### src/rtl/bus_arbiter_pkg.sv
// Shared bus definitions for the system bus arbiter: master indices,
// active-low enable levels and the arbiter state encoding.
package bus_arbiter_pkg;

  // Fixed master slots for the CPU; other masters (DMA, debug) follow.
  localparam int BUS_MASTER_CPU_IF  = 0;
  localparam int BUS_MASTER_CPU_MEM = 1;

  // Default number of bus masters on the shared bus.
  localparam int NUM_MASTERS_DEF = 4;

  // Active-low request/grant levels.
  localparam logic ENABLE_  = 1'b0;
  localparam logic DISABLE_ = 1'b1;

  typedef enum logic {
    ARB_IDLE,
    ARB_GRANTED
  } arb_state_e;

endpackage : bus_arbiter_pkg

### src/rtl/bus_arbiter_rr_pick.sv
// Combinational round-robin picker: scans the request vector cyclically
// starting at start_i and returns the first requester not masked by
// excl_i. The scan wraps modulo N, so non-power-of-2 sizes never yield
// an out-of-range index.
module rr_pick #(
  parameter int N = 4,
  parameter int W = $clog2(N)
) (
  input  logic [N-1:0] req_i,     // active-high requests
  input  logic [W-1:0] start_i,   // first index to consider
  input  logic [N-1:0] excl_i,    // masters barred from this decision
  output logic [W-1:0] winner_o,
  output logic         valid_o
);

  // Cyclic priority scan; the first hit wins and later hits are ignored.
  always_comb begin
    // NOTE: every output of a combinational block gets a default before
    // any conditional assignment, otherwise synthesis infers a latch.
    winner_o = '0;
    valid_o  = 1'b0;
    for (int k = 0; k < N; k++) begin
      logic [W-1:0] idx;
      idx = W'((int'(start_i) + k) % N);
      if (!valid_o && req_i[idx] && !excl_i[idx]) begin
        winner_o = idx;
        valid_o  = 1'b1;
      end
    end
  end

endmodule : rr_pick

### src/rtl/bus_arbiter.sv
// Round-robin arbiter for the shared system bus. Active-low requests in,
// registered one-hot-low grants out. A grant is held until its owner
// drops the request; on release the grant moves straight to the next
// requester (searching from owner+1) with no idle bubble.
//
// Optional feature, macro BUS_ARB_TIMEOUT_EN: a hold counter forcibly
// revokes a grant held for TIMEOUT_CYCLES cycles, pulses timeout_err and
// excludes the offender from that one re-arbitration. Without the macro
// grants are held indefinitely and timeout_err is tied low.
module bus_arbiter
  import bus_arbiter_pkg::*;
#(
  parameter int NUM_MASTERS    = NUM_MASTERS_DEF,
  parameter int OWNER_W        = $clog2(NUM_MASTERS),
  parameter int TIMEOUT_CYCLES = 255
) (
  input  logic                   clk,
  input  logic                   rst,
  input  logic [NUM_MASTERS-1:0] m_req_,
  output logic [NUM_MASTERS-1:0] m_grnt_,
  output logic [OWNER_W-1:0]     owner,
  output logic                   bus_busy,
  output logic                   timeout_err
);

  arb_state_e             state_q, state_d;
  logic [OWNER_W-1:0]     owner_q, owner_d;
  logic [NUM_MASTERS-1:0] grnt_q, grnt_d;
  logic                   terr_q, terr_d;

  logic [NUM_MASTERS-1:0] req;
  logic [NUM_MASTERS-1:0] excl;
  logic [OWNER_W-1:0]     start_idx;
  logic [OWNER_W-1:0]     pick_idx;
  logic                   pick_vld;
  logic                   timeout_hit;

  // Picker inputs: active-high requests, search start owner+1 (mod N),
  // and the current owner masked out whenever a grant is being moved.
  always_comb begin
    req       = ~m_req_;
    start_idx = (owner_q == OWNER_W'(NUM_MASTERS - 1)) ? '0 : owner_q + 1'b1;
    excl      = '0;
    if (state_q == ARB_GRANTED) begin
      excl[owner_q] = 1'b1;
    end
  end

  // One picker serves both the IDLE grant and the GRANTED hand-over.
  rr_pick #(
    .N (NUM_MASTERS),
    .W (OWNER_W)
  ) u_rr_pick (
    .req_i    (req),
    .start_i  (start_idx),
    .excl_i   (excl),
    .winner_o (pick_idx),
    .valid_o  (pick_vld)
  );

`ifdef BUS_ARB_TIMEOUT_EN
  localparam int CNT_W = (TIMEOUT_CYCLES > 255) ? 16 : 8;

  logic [CNT_W-1:0] cnt_q, cnt_d;

  // Fires in the last of TIMEOUT_CYCLES held cycles; the grant is
  // revoked at the following edge if the owner is still requesting.
  assign timeout_hit = (state_q == ARB_GRANTED) && req[owner_q] &&
                       (cnt_q == CNT_W'(TIMEOUT_CYCLES - 1));

  // Hold counter: counts consecutive cycles of the same grant, restarts
  // on every new grant and whenever the bus goes idle.
  always_comb begin
    cnt_d = '0;
    if (state_q == ARB_GRANTED && state_d == ARB_GRANTED && grnt_d == grnt_q) begin
      cnt_d = cnt_q + 1'b1;
    end
  end

  // Hold counter register.
  always_ff @(posedge clk or posedge rst) begin
    if (rst) begin
      cnt_q <= '0;
    end else begin
      cnt_q <= cnt_d;
    end
  end
`else
  assign timeout_hit = 1'b0;

  // Parameter kept for interface compatibility; unused in this build.
  logic unused_timeout_cfg;
  assign unused_timeout_cfg = (TIMEOUT_CYCLES == 0);
`endif

  // Next-state, owner and grant computation for the two-state FSM.
  always_comb begin
    state_d = state_q;
    owner_d = owner_q;
    grnt_d  = grnt_q;
    terr_d  = 1'b0;
    unique case (state_q)
      ARB_IDLE: begin
        if (pick_vld) begin
          state_d          = ARB_GRANTED;
          owner_d          = pick_idx;
          grnt_d           = {NUM_MASTERS{DISABLE_}};
          grnt_d[pick_idx] = ENABLE_;
        end
      end
      ARB_GRANTED: begin
        // No preemption: other requests only matter once the owner lets
        // go or its hold time expires.
        if (!req[owner_q] || timeout_hit) begin
          terr_d = timeout_hit;
          if (pick_vld) begin
            owner_d          = pick_idx;
            grnt_d           = {NUM_MASTERS{DISABLE_}};
            grnt_d[pick_idx] = ENABLE_;
          end else begin
            state_d = ARB_IDLE;
            grnt_d  = {NUM_MASTERS{DISABLE_}};
          end
        end
      end
      default: begin
        state_d = ARB_IDLE;
        grnt_d  = {NUM_MASTERS{DISABLE_}};
      end
    endcase
  end

  // State, owner, grant and error-pulse registers; reset drops all
  // grants immediately, without waiting for a clock edge.
  always_ff @(posedge clk or posedge rst) begin
    if (rst) begin
      state_q <= ARB_IDLE;
      owner_q <= OWNER_W'(BUS_MASTER_CPU_IF);
      grnt_q  <= {NUM_MASTERS{DISABLE_}};
      terr_q  <= 1'b0;
    end else begin
      // NOTE: sequential state uses non-blocking assignment so every
      // register samples its pre-edge value regardless of statement order.
      state_q <= state_d;
      owner_q <= owner_d;
      grnt_q  <= grnt_d;
      terr_q  <= terr_d;
    end
  end

  assign m_grnt_     = grnt_q;
  assign owner       = owner_q;
  assign bus_busy    = (state_q == ARB_GRANTED);
  assign timeout_err = terr_q;

endmodule : bus_arbiter

### config.mk
export PLATFORM = sky130hd
export DESIGN_NAME = bus_arbiter
export DESIGN_NICKNAME = d
export VERILOG_FILES = /design/src/rtl/bus_arbiter_pkg.sv /design/src/rtl/bus_arbiter_rr_pick.sv /design/src/rtl/bus_arbiter.sv
export SDC_FILE = /design/constraint.sdc
export NUM_CORES = 1
export LEC_CHECK = 0
export CAP_MARGIN = 20
export CORE_MARGIN = 2
export CORE_UTILIZATION = 55
export DETAILED_ROUTE_END_ITERATION = 10
export MAX_ROUTING_LAYER = met4
export PLACE_DENSITY = 0.84
export SETUP_SLACK_MARGIN = 0.05
export SLEW_MARGIN = 20
export SYNTH_ARGS = -nofsm -noshare
export SYNTH_HDL_FRONTEND = slang
export SYNTH_SLANG_ARGS = --single-unit
### constraint.sdc
create_clock -name clk -period 5.2 [get_ports clk]
set_clock_uncertainty 0.1 [all_clocks]
set_input_delay 1.04 -clock clk [delete_from_list [all_inputs] [get_ports clk]]
set_output_delay 1.04 -clock clk [all_outputs]
set_load 0.1 [all_outputs]
==> impl_metrics.prom, run 1 <==
# TYPE chip_impl_metric gauge
chip_impl_info{name="status",value="finished, final reports clean"} 1
chip_impl_metric{name="place_congestion",unit=""} 0.999
chip_impl_metric{name="post-route-period-util",unit="%"} 65.6
chip_impl_metric{name="critPathMaxFanout",unit=""} 18
chip_impl_metric{name="drt_pre_antenna_iters",unit=""} 4
chip_impl_metric{name="die_width",unit="um"} 42.4
chip_impl_metric{name="synth.net_count",unit=""} 105
chip_impl_metric{name="avgRoutedWirePerCell",unit="um"} 16.8
chip_impl_metric{name="maxSlewViolCount",unit=""} 0
chip_impl_metric{name="drc_errors",unit=""} 0
chip_impl_metric{name="async_flop_share",unit="%"} 100
chip_impl_metric{name="die_area",unit="um^2"} 1800
chip_impl_info{name="ys_top_cells_by_area",value="dfstp_2, dfrtp_1, ha_1, nand2_1, nor2_1"} 1
chip_impl_metric{name="syn2layout_area_growth",unit="%"} 15.4
chip_impl_info{name="crit_path_end_kind",value="output pin"} 1
chip_impl_info{name="clock-root-buffer",value="clkbuf_4"} 1
chip_impl_metric{name="slew_headroom",unit="%"} 34.9
chip_impl_metric{name="timing.fmax",unit="GHz"} 0.293
chip_impl_metric{name="worst_skew_pair.late_latency",unit="ns"} 0.25
chip_impl_metric{name="synth_area",unit="um^2"} 812
chip_impl_info{name="layout_commonest_cell",value="clkdlybuf4s50_1"} 1
chip_impl_metric{name="placement.io_buffers",unit=""} 12
chip_impl_metric{name="cts_post_setup_buffers_inserted",unit=""} 0
chip_impl_info{name="cell_accounting_for_the_most_synthesized_area",value="dfstp_2"} 1
chip_impl_metric{name="yosys_register_bits",unit=""} 7
chip_impl_metric{name="floorplan.initialDensity",unit="%"} 60.9
chip_impl_metric{name="r2r_setup_slack",unit="ns"} 2.03
chip_impl_metric{name="first_iter_violations",unit=""} 35
chip_impl_metric{name="setup_total_negative_slack",unit="ns"} 0
chip_impl_metric{name="crit_arrival",unit="ns"} 2.27
chip_impl_metric{name="placement_rows",unit=""} 13
chip_impl_metric{name="clkSlewWorstSetupHoldPaths",unit="ns"} 0.05
chip_impl_metric{name="synth_cell_type_count",unit=""} 52
chip_impl_info{name="crit_family",value="buffers and inverters"} 1
chip_impl_metric{name="maximum_number_of_pins_on_one_net_before_global_route_repair",unit=""} 19
chip_impl_metric{name="cts_hold_buf",unit=""} 0
chip_impl_info{name="crit_slowest_cell",value="clkdlybuf4s50_1"} 1
chip_impl_metric{name="synthDominantCellAreaShare",unit="%"} 12.9
chip_impl_metric{name="post_cts_resize_count",unit=""} 0
chip_impl_info{name="startpoint_kind_of_the_worst_setup_timing_path",value="flip-flop"} 1
chip_impl_metric{name="antennaDiodeCount",unit=""} 0
chip_impl_metric{name="grt_util_all_layers",unit="%"} 25.3
chip_impl_info{name="grt_setup_unrepaired",value="no"} 1
chip_impl_metric{name="share_of_synthesized_area_occupied_by_flip_flops_and_latches",unit="%"} 22.2
chip_impl_metric{name="grt_first_pass_wirelength",unit="mm"} 3.46
chip_impl_metric{name="num_vias",unit=""} 812
chip_impl_metric{name="tritoncts_num_sinks",unit=""} 7
chip_impl_info{name="cts_tree",value="done"} 1
chip_impl_metric{name="synth_edf_count",unit=""} 0
chip_impl_metric{name="routed_wl",unit="mm"} 2.01
chip_impl_metric{name="maxCapViolations",unit=""} 0
chip_impl_metric{name="final_setup_fails",unit=""} 0
chip_impl_metric{name="timing.final.crit_period",unit="ns"} 3.41
chip_impl_metric{name="synthesis.area_per_instance",unit="um^2"} 8.55
chip_impl_metric{name="final_hold_viol_count",unit=""} 0
chip_impl_metric{name="synthesis.yosys.warnings",unit=""} 0
chip_impl_metric{name="core_region_area",unit="um^2"} 1330
chip_impl_info{name="timing.hold.worst.class",value="flip-flop to flip-flop"} 1
chip_impl_metric{name="initial_antenna_violation_count",unit=""} 0
chip_impl_metric{name="post_synth_inst_count",unit=""} 95
chip_impl_metric{name="grt.overflow.total",unit=""} 0
chip_impl_metric{name="grt_pass1_vias",unit=""} 781
chip_impl_metric{name="die_height",unit="um"} 42.4
chip_impl_metric{name="critical_path_required",unit="ns"} 4.06
chip_impl_info{name="cp_cell_sequence",value="clkdlybuf4s50_1"} 1
chip_impl_metric{name="cts_inserted_buffers",unit=""} 3
chip_impl_metric{name="max-clock-path-buffers",unit=""} 2
chip_impl_metric{name="worst-path-buf-inv",unit=""} 1
chip_impl_metric{name="htree_levels",unit=""} 1
chip_impl_metric{name="critPathMaxStageDelay",unit="ns"} 1.26
chip_impl_metric{name="nets",unit=""} 116
chip_impl_metric{name="final_core_utilization",unit="%"} 70.3
chip_impl_metric{name="timing_worst_slew_pin_value",unit="ns"} 0.974
chip_impl_info{name="most-common-layout-cells",value="clkdlybuf4s50_1, nor2_1, nand2_1"} 1
chip_impl_metric{name="vias_per_cell",unit=""} 6.77
chip_impl_info{name="dominantRegCellSynth",value="dfstp_2"} 1
chip_impl_metric{name="dp_hpwl",unit="mm"} 1.48
chip_impl_info{name="worstSetupPathType",value="flip-flop to output pin"} 1
chip_impl_metric{name="layout-drive-gt1-share",unit="%"} 12.4
chip_impl_metric{name="io_pins",unit=""} 14
chip_impl_metric{name="drt.antenna.violating_nets",unit=""} 0
==> final timing paths <==
kind,start,end,depth (start not counted)
worst max-delay path,owner[0]$_DFFE_PP0P_,owner[0],1
min in group asynchronous,rst,owner[1]$_DFFE_PP0P_,2
worst min register to register,m_grnt_[2]$_DFFE_PP1P_,m_grnt_[2]$_DFFE_PP1P_,2
max in group asynchronous,rst,m_grnt_[1]$_DFFE_PP1P_,2
worst max register to register,owner[0]$_DFFE_PP0P_,m_grnt_[1]$_DFFE_PP1P_,7
worst min-delay path,m_grnt_[2]$_DFFE_PP1P_,m_grnt_[2]$_DFFE_PP1P_,2
==> cell type report <==
cell class	instances	area, um^2
Clock buffer	4	26.3
Tap cell	15	18.8
Inverter	5	18.8
Sequential cell	7	180
Timing Repair Buffer	12	120
Fill cell	107	397
Multi-Input combinational cell	77	573
==> sequential cells by signal, indices dropped and copies added, names as in the netlist <==
register / cells
m_grnt_: 4
bus_busy: 1
owner: 2
==> metal layers <==
metal / wire, um / track usage, % / part of all wire (%) / up-vias
met2: 941 / 38.5 / 47 / 40
li1: - / - / - / 379
met5: 0 / - / 0 / -
met3: 172 / 6.47 / 8.6 / 0
met4: 0 / 5.63 / 0 / 0
met1: 896 / 34.0 / 45 / 393
==> cell usage after synthesis, types with 2 or more instances <==
cell type	number
dfrtp_1	3
o21ai_0	2
a21oi_1	5
nand2_1	7
mux2i_1	2
and2b_1	2
o31ai_1	2
o21ai_1	2
ha_1	4
inv_1	5
dfstp_2	4
nand3_1	3
o22a_1	2
o2bb2ai_1	2
a31oi_1	2
buf_4	2
nand2b_1	2
nand4_1	3
buf_2	2
nor2_1	7
==> cells by family after synthesis <==
kind of cell / after synthesis / synth area share (%)
simple gates: 35 / 24.3
compound gates: 31 / 30.5
buf+inv: 11 / 7.24
flops: 7 / 22.2
mux: 5 / 8.01
fa+ha+maj: 4 / 6.16
other cells: 1 / 0.462
xor+xnor: 1 / 1.08
==> metrics by stage <==
step	cell area (um^2)	setup WS [ns]	cells	hold WS, ns
finish	937	1.79	120	0.407
global route	937	1.71	120	0.437
CTS	937	1.79	120	0.404
detailed placement	911	1.76	116	0.396
global placement	911	1.83	116	0.396
floorplan	812	1.91	95	0.619
Power of run 1 is left out: the tool's default activity adds up to more than one toggle a clock period on the data nets, which glitch-free logic cannot reach.
==> inputs of run 2 (changes only) <==
--- a/config.mk
+++ b/config.mk
@@ -7,10 +7,10 @@
 export LEC_CHECK = 0
 export CAP_MARGIN = 20
 export CORE_MARGIN = 2
-export CORE_UTILIZATION = 55
+export CORE_UTILIZATION = 51
 export DETAILED_ROUTE_END_ITERATION = 10
 export MAX_ROUTING_LAYER = met4
-export PLACE_DENSITY = 0.84
+export PLACE_DENSITY = 0.78
 export SETUP_SLACK_MARGIN = 0.05
 export SLEW_MARGIN = 20
 export SYNTH_ARGS = -nofsm -noshare
==> constraint.sdc (replaced) <==
create_clock -name clk -period 3.2 [get_ports clk]
set_clock_uncertainty 0.1 [all_clocks]
set_input_delay 0.64 -clock clk [delete_from_list [all_inputs] [get_ports clk]]
set_output_delay 0.64 -clock clk [all_outputs]
set_load 0.1 [all_outputs]
==> run 2 against run 1 <==
First-iteration DRC count shrank 46%. Register-to-register slack got worse by 1.5 ns. Setup slack lost 1.4 ns. Final area shrank 0.80%. Die area grew 7.1%. Non-clock buffer count grew 1. Via count decreased by 3.2%.
==> impl_metrics.prom, run 2 (same netlist as run 1, synthesis figures left out) <==
# TYPE chip_impl_metric gauge
chip_impl_info{name="startpoint_kind_of_the_worst_setup_timing_path",value="input port"} 1
chip_impl_metric{name="cts_inserted_buffers",unit=""} 3
chip_impl_metric{name="maxSlewViolCount",unit=""} 0
chip_impl_metric{name="maximum_number_of_pins_on_one_net_before_global_route_repair",unit=""} 15
chip_impl_metric{name="die_width",unit="um"} 43.9
chip_impl_metric{name="layout-drive-gt1-share",unit="%"} 20.8
chip_impl_metric{name="dr_wl_met3",unit="um"} 140
chip_impl_info{name="crit_path_end_kind",value="flip-flop"} 1
chip_impl_info{name="clock-root-buffer",value="clkbuf_4"} 1
chip_impl_metric{name="met2_length",unit="um"} 833
chip_impl_metric{name="die_area",unit="um^2"} 1930
chip_impl_info{name="worstSetupPathType",value="input port to flip-flop"} 1
chip_impl_metric{name="dpl-instance-area",unit="um^2"} 903
chip_impl_metric{name="post-route-period-util",unit="%"} 86.4
chip_impl_metric{name="htree_levels",unit=""} 1
chip_impl_metric{name="crit_arrival",unit="ns"} 2.85
chip_impl_metric{name="routed_wl",unit="mm"} 1.85
chip_impl_metric{name="detail_route.wirelength.met1",unit="um"} 877
chip_impl_metric{name="largest_register_ff_count",unit=""} 4
chip_impl_metric{name="drt_pre_antenna_iters",unit=""} 4
chip_impl_metric{name="floorplan.initialDensity",unit="%"} 53.9
chip_impl_metric{name="syn2layout_area_growth",unit="%"} 14.5
chip_impl_metric{name="max-clock-path-buffers",unit=""} 2
chip_impl_metric{name="vias_per_cell",unit=""} 6.44
chip_impl_info{name="most-common-layout-cells",value="buf_4, nor2_1, nand2_1"} 1
chip_impl_metric{name="drt.antenna.violating_nets",unit=""} 0
chip_impl_metric{name="final_core_utilization",unit="%"} 61.7
chip_impl_metric{name="core_region_area",unit="um^2"} 1510
chip_impl_metric{name="place_congestion",unit=""} 0.908
chip_impl_metric{name="final_setup_fails",unit=""} 0
chip_impl_metric{name="placement.io_buffers",unit=""} 12
chip_impl_metric{name="maxCapViolations",unit=""} 0
chip_impl_metric{name="timing.fmax",unit="GHz"} 0.362
chip_impl_metric{name="clkSlewWorstSetupHoldPaths",unit="ns"} 0.05
chip_impl_metric{name="setup_total_negative_slack",unit="ns"} 0
chip_impl_metric{name="post_cts_resize_count",unit=""} 0
chip_impl_metric{name="timing.final.crit_period",unit="ns"} 2.77
chip_impl_metric{name="tritoncts_num_sinks",unit=""} 7
chip_impl_info{name="cts_tree",value="done"} 1
chip_impl_metric{name="dp_hpwl",unit="mm"} 1.41
chip_impl_info{name="timing.hold.worst.class",value="flip-flop to flip-flop"} 1
chip_impl_metric{name="num_vias",unit=""} 786
chip_impl_metric{name="worst-path-buf-inv",unit=""} 1
chip_impl_metric{name="first_iter_violations",unit=""} 19
chip_impl_metric{name="antennaDiodeCount",unit=""} 0
chip_impl_metric{name="critPathMaxStageDelay",unit="ns"} 0.51
chip_impl_metric{name="initial_antenna_violation_count",unit=""} 0
chip_impl_metric{name="grt_util_all_layers",unit="%"} 21.5
chip_impl_metric{name="die_height",unit="um"} 43.9
chip_impl_info{name="layout_commonest_cell",value="buf_4"} 1
chip_impl_info{name="crit_family",value="compound AO/OA/AOI/OAI gates"} 1
chip_impl_metric{name="grt_first_pass_wirelength",unit="mm"} 2.97
chip_impl_metric{name="nets",unit=""} 117
chip_impl_metric{name="placement_rows",unit=""} 14
chip_impl_metric{name="worst_skew_pair.late_latency",unit="ns"} 0.25
chip_impl_info{name="highest_layer",value="met3"} 1
chip_impl_metric{name="grt.overflow.total",unit=""} 0
chip_impl_metric{name="critPathMaxFanout",unit=""} 5
chip_impl_metric{name="finish.instance_area",unit="um^2"} 930
chip_impl_metric{name="cts_post_setup_buffers_inserted",unit=""} 0
chip_impl_metric{name="avgRoutedWirePerCell",unit="um"} 15.2
chip_impl_info{name="cp_cell_sequence",value="clkdlybuf4s50_1 > a211oi_2 > o311ai_0 > o2bb2ai_1 > a221o_1 > or3b_1 > o22a_1"} 1
chip_impl_metric{name="critical_path_required",unit="ns"} 3.28
chip_impl_info{name="status",value="finished, final reports clean"} 1
chip_impl_info{name="crit_slowest_cell",value="clkdlybuf4s50_1"} 1
chip_impl_metric{name="io_pins",unit=""} 14
chip_impl_metric{name="drc_errors",unit=""} 0
chip_impl_info{name="grt_setup_unrepaired",value="no"} 1
chip_impl_metric{name="final_hold_viol_count",unit=""} 0
chip_impl_metric{name="cts_hold_buf",unit=""} 0
chip_impl_metric{name="grt_pass1_vias",unit=""} 674
==> run 2: cell types whose count changed in the layout (fill, tap and decap cells not counted) <==
| cell | previous run | this run |
|---|---|---|
| dfrtp_2 | 0 | 1 |
| clkdlybuf4s50_1 | 12 | 5 |
| dfrtp_1 | 3 | 2 |
| buf_4 | 0 | 8 |
==> run 2: worst reg2reg max path, cell delays in order (launching register included) <==
cell       delay [ns]
dfrtp_2          0.44
ha_1             0.38
nand4bb_1        0.38
o211ai_4         0.19
o2bb2ai_1        0.12
a221o_1          0.41
or3b_1           0.41
o22a_1           0.21
==> run 2: routing by layer <==
metal,global-route usage (%),vias up
li1,-,390
met1,28.9,359
met2,32.4,37
met3,6.25,0
met4,3.64,0
met5,-,-
==> run 2: stage by stage <==
step	setup slack (ns)	hold slack, ns	cells
finish	0.434	0.402	122
global route	0.360	0.421	122
CTS	0.448	0.404	122
detailed placement	0.194	0.396	118
global placement	0.230	0.396	118
floorplan	0.0839	0.340	95
==> run 2: path summary, 6_finish.rpt <==
path,start,slack (ns),depth (start not counted),end
max,m_req_[0],0.43,7,m_grnt_[1]$_DFFE_PP1P_
min,m_grnt_[3]$_DFFE_PP1P_,0.40,2,m_grnt_[3]$_DFFE_PP1P_
max reg2reg,owner[0]$_DFFE_PP0P_,0.48,7,m_grnt_[1]$_DFFE_PP1P_
min reg2reg,m_grnt_[3]$_DFFE_PP1P_,0.40,2,m_grnt_[3]$_DFFE_PP1P_
max in group asynchronous,rst,2.22,2,m_grnt_[3]$_DFFE_PP1P_
min in group asynchronous,rst,0.51,2,bus_busy$_DFF_PP0_
==> run 2: area by class of cell <==
cell class	instances	area, um^2
multi-input cells	77	573
repair buffers	13	110
flip-flops and latches	7	181
inverters	5	18.8
clock buffers	4	26.3
well taps	16	20.0
fillers	140	577
Power of run 2 is left out for the same reason.
==> inputs of run 3 (changes only) <==
--- a/config.mk
+++ b/config.mk
@@ -10,7 +10,7 @@
 export CORE_UTILIZATION = 51
 export DETAILED_ROUTE_END_ITERATION = 10
 export MAX_ROUTING_LAYER = met4
-export PLACE_DENSITY = 0.78
+export PLACE_DENSITY_LB_ADDON = 0.3
 export SETUP_SLACK_MARGIN = 0.05
 export SLEW_MARGIN = 20
 export SYNTH_ARGS = -nofsm -noshare
==> run 3 against run 2 <==
Critical endpoint unchanged. First-iteration DRC count grew 37%. Critical path depth is the same. Fmax shrank 2.2%. Final area is the same. Flip-flop and latch count is the same. Highest routed layer unchanged. Largest cell class unchanged. Register-to-register slack gained 0.02 ns. Critical path type unchanged. Routed wire length grew 3.6%.
==> impl_metrics.prom, run 3 (same netlist as run 1, synthesis figures left out) <==
# TYPE chip_impl_metric gauge
chip_impl_info{name="status",value="finished, final reports clean"} 1
chip_impl_metric{name="maxCapViolations",unit=""} 0
chip_impl_metric{name="htree_levels",unit=""} 1
chip_impl_metric{name="gr_met2_demand_resource",unit="%"} 31.8
chip_impl_metric{name="final_setup_fails",unit=""} 0
chip_impl_metric{name="floorplan.initialDensity",unit="%"} 53.9
chip_impl_metric{name="grt_pass1_vias",unit=""} 686
chip_impl_info{name="most-common-layout-cells",value="buf_4, nor2_1, nand2_1"} 1
chip_impl_metric{name="largest_register_ff_count",unit=""} 4
chip_impl_info{name="grt_setup_unrepaired",value="no"} 1
chip_impl_metric{name="timing.fmax",unit="GHz"} 0.354
chip_impl_info{name="worstSetupPathType",value="input port to flip-flop"} 1
chip_impl_info{name="busiest_layer",value="met1"} 1
chip_impl_metric{name="placement.io_buffers",unit=""} 12
chip_impl_metric{name="maximum_number_of_pins_on_one_net_before_global_route_repair",unit=""} 17
chip_impl_metric{name="grt_first_pass_wirelength",unit="mm"} 3.19
chip_impl_metric{name="slew_headroom",unit="%"} 65.9
chip_impl_info{name="cts_tree",value="done"} 1
chip_impl_metric{name="avgRoutedWirePerCell",unit="um"} 15.7
chip_impl_info{name="crit_path_end_kind",value="flip-flop"} 1
chip_impl_metric{name="cts_hold_buf",unit=""} 0
chip_impl_metric{name="max-clock-path-buffers",unit=""} 2
chip_impl_metric{name="dp_hpwl",unit="mm"} 1.45
chip_impl_metric{name="num_vias",unit=""} 779
chip_impl_metric{name="critPathMaxStageDelay",unit="ns"} 0.52
chip_impl_metric{name="cts_post_setup_buffers_inserted",unit=""} 0
chip_impl_metric{name="final_hold_viol_count",unit=""} 0
chip_impl_info{name="crit_slowest_cell",value="clkdlybuf4s50_1"} 1
chip_impl_metric{name="grt_util_all_layers",unit="%"} 22.9
chip_impl_metric{name="grt.met1_usage",unit="%"} 33.6
chip_impl_metric{name="globalRouteMet3Util",unit="%"} 7.50
chip_impl_metric{name="drt.antenna.violating_nets",unit=""} 0
chip_impl_metric{name="tritoncts_num_sinks",unit=""} 7
chip_impl_metric{name="setup_total_negative_slack",unit="ns"} 0
chip_impl_metric{name="min_path_cells",unit=""} 2
chip_impl_metric{name="io_pins",unit=""} 14
chip_impl_metric{name="clkSlewWorstSetupHoldPaths",unit="ns"} 0.05
chip_impl_metric{name="worst-path-buf-inv",unit=""} 1
chip_impl_info{name="reg2reg_from",value="owner[1]$_DFFE_PP0P_"} 1
chip_impl_metric{name="critPathMaxFanout",unit=""} 5
chip_impl_metric{name="initial_antenna_violation_count",unit=""} 0
chip_impl_info{name="cp_cell_sequence",value="clkdlybuf4s50_1 > a211oi_2 > o311ai_0 > o2bb2ai_1 > a221o_1 > or3b_1 > o22a_1"} 1
chip_impl_info{name="startpoint_kind_of_the_worst_setup_timing_path",value="input port"} 1
chip_impl_metric{name="first_iter_violations",unit=""} 26
chip_impl_metric{name="timing.final.crit_period",unit="ns"} 2.83
chip_impl_metric{name="antennaDiodeCount",unit=""} 0
chip_impl_metric{name="post_cts_resize_count",unit=""} 0
chip_impl_info{name="timing.rr.end",value="m_grnt_[1]$_DFFE_PP1P_"} 1
chip_impl_metric{name="placement_rows",unit=""} 14
chip_impl_metric{name="die_width",unit="um"} 43.9
chip_impl_metric{name="crit_arrival",unit="ns"} 2.91
chip_impl_metric{name="worst_skew_pair.late_latency",unit="ns"} 0.25
chip_impl_metric{name="drc_errors",unit=""} 0
chip_impl_metric{name="cts_inserted_buffers",unit=""} 3
chip_impl_metric{name="die_area",unit="um^2"} 1930
chip_impl_metric{name="worst_r2r_path_depth",unit=""} 7
chip_impl_info{name="crit_family",value="compound AO/OA/AOI/OAI gates"} 1
chip_impl_metric{name="drt_pre_antenna_iters",unit=""} 4
chip_impl_info{name="min-delay-start",value="m_grnt_[2]$_DFFE_PP1P_"} 1
chip_impl_metric{name="layout-drive-gt1-share",unit="%"} 20.8
chip_impl_metric{name="syn2layout_area_growth",unit="%"} 14.5
chip_impl_info{name="min_delay_worst_endpoint",value="m_grnt_[2]$_DFFE_PP1P_"} 1
chip_impl_info{name="layout_commonest_cell",value="buf_4"} 1
chip_impl_metric{name="nets",unit=""} 117
chip_impl_metric{name="vias_per_cell",unit=""} 6.39
chip_impl_metric{name="routed_wl",unit="mm"} 1.92
chip_impl_info{name="clock-root-buffer",value="clkbuf_4"} 1
chip_impl_metric{name="r2r_setup_slack",unit="ns"} 0.50
chip_impl_metric{name="core_region_area",unit="um^2"} 1510
chip_impl_metric{name="die_height",unit="um"} 43.9
chip_impl_metric{name="critical_path_required",unit="ns"} 3.28
chip_impl_metric{name="timing_worst_slew_pin_value",unit="ns"} 0.511
chip_impl_metric{name="place_congestion",unit=""} 0.980
chip_impl_metric{name="grt.overflow.total",unit=""} 0
chip_impl_metric{name="maxSlewViolCount",unit=""} 0
chip_impl_metric{name="post-route-period-util",unit="%"} 88.4
chip_impl_info{name="timing.hold.worst.class",value="flip-flop to flip-flop"} 1
-- run 3: how the worst max path moves through the flow --
stage	start	end	slack, ns	cells after the start
after detailed placement	m_req_[0]	m_grnt_[1]$_DFFE_PP1P_	0.16	7
after CTS	m_req_[0]	m_grnt_[1]$_DFFE_PP1P_	0.43	7
after floorplan	owner[1]$_DFFE_PP0P_	m_grnt_[1]$_DFFE_PP1P_	0.08	8
after global placement	m_req_[0]	m_grnt_[1]$_DFFE_PP1P_	0.24	7
final	m_req_[0]	m_grnt_[1]$_DFFE_PP1P_	0.37	7
after global routing	m_req_[0]	m_grnt_[1]$_DFFE_PP1P_	0.31	7
-- run 3: through the flow --
step | hold slack, ns | setup WS [ns] | util, % | cell area, um^2 | std cells
2_1_floorplan | 0.340 | 0.0839 | - | 813 | 95
3_3_place_gp | 0.397 | 0.242 | 60.0 | 903 | 118
3_5_place_dp | 0.398 | 0.161 | 60.0 | 903 | 118
4_1_cts | 0.405 | 0.426 | 61.7 | 930 | 122
5_1_grt | 0.426 | 0.309 | 61.7 | 930 | 122
6_report | 0.402 | 0.371 | 61.7 | 930 | 122
-- run 3: area by class of cell --
| type | count | area, um^2 |
|---|---|---|
| fill | 139 | 577 |
| inverter | 5 | 18.8 |
| multi-input combinational | 77 | 573 |
| sequential | 7 | 181 |
| clock buffer | 4 | 26.3 |
| timing repair buffer | 13 | 110 |
| tap | 16 | 20.0 |
-- run 3: worst reg2reg max path, cell delays in order (launching register included) --
cell       delay, ns
dfrtp_1         0.42
ha_1            0.38
nand4bb_1       0.39
o211ai_4        0.19
o2bb2ai_1       0.12
a221o_1         0.40
or3b_1          0.42
o22a_1          0.21
-- run 3: metal layers --
| metal | vias up | share of wire [%] |
|---|---|---|
| li1 | 390 | - |
| met1 | 363 | 49 |
| met2 | 26 | 44 |
| met3 | 0 | 6.4 |
| met4 | 0 | 0 |
| met5 | - | 0 |
Power of run 3 is left out for the same reason.
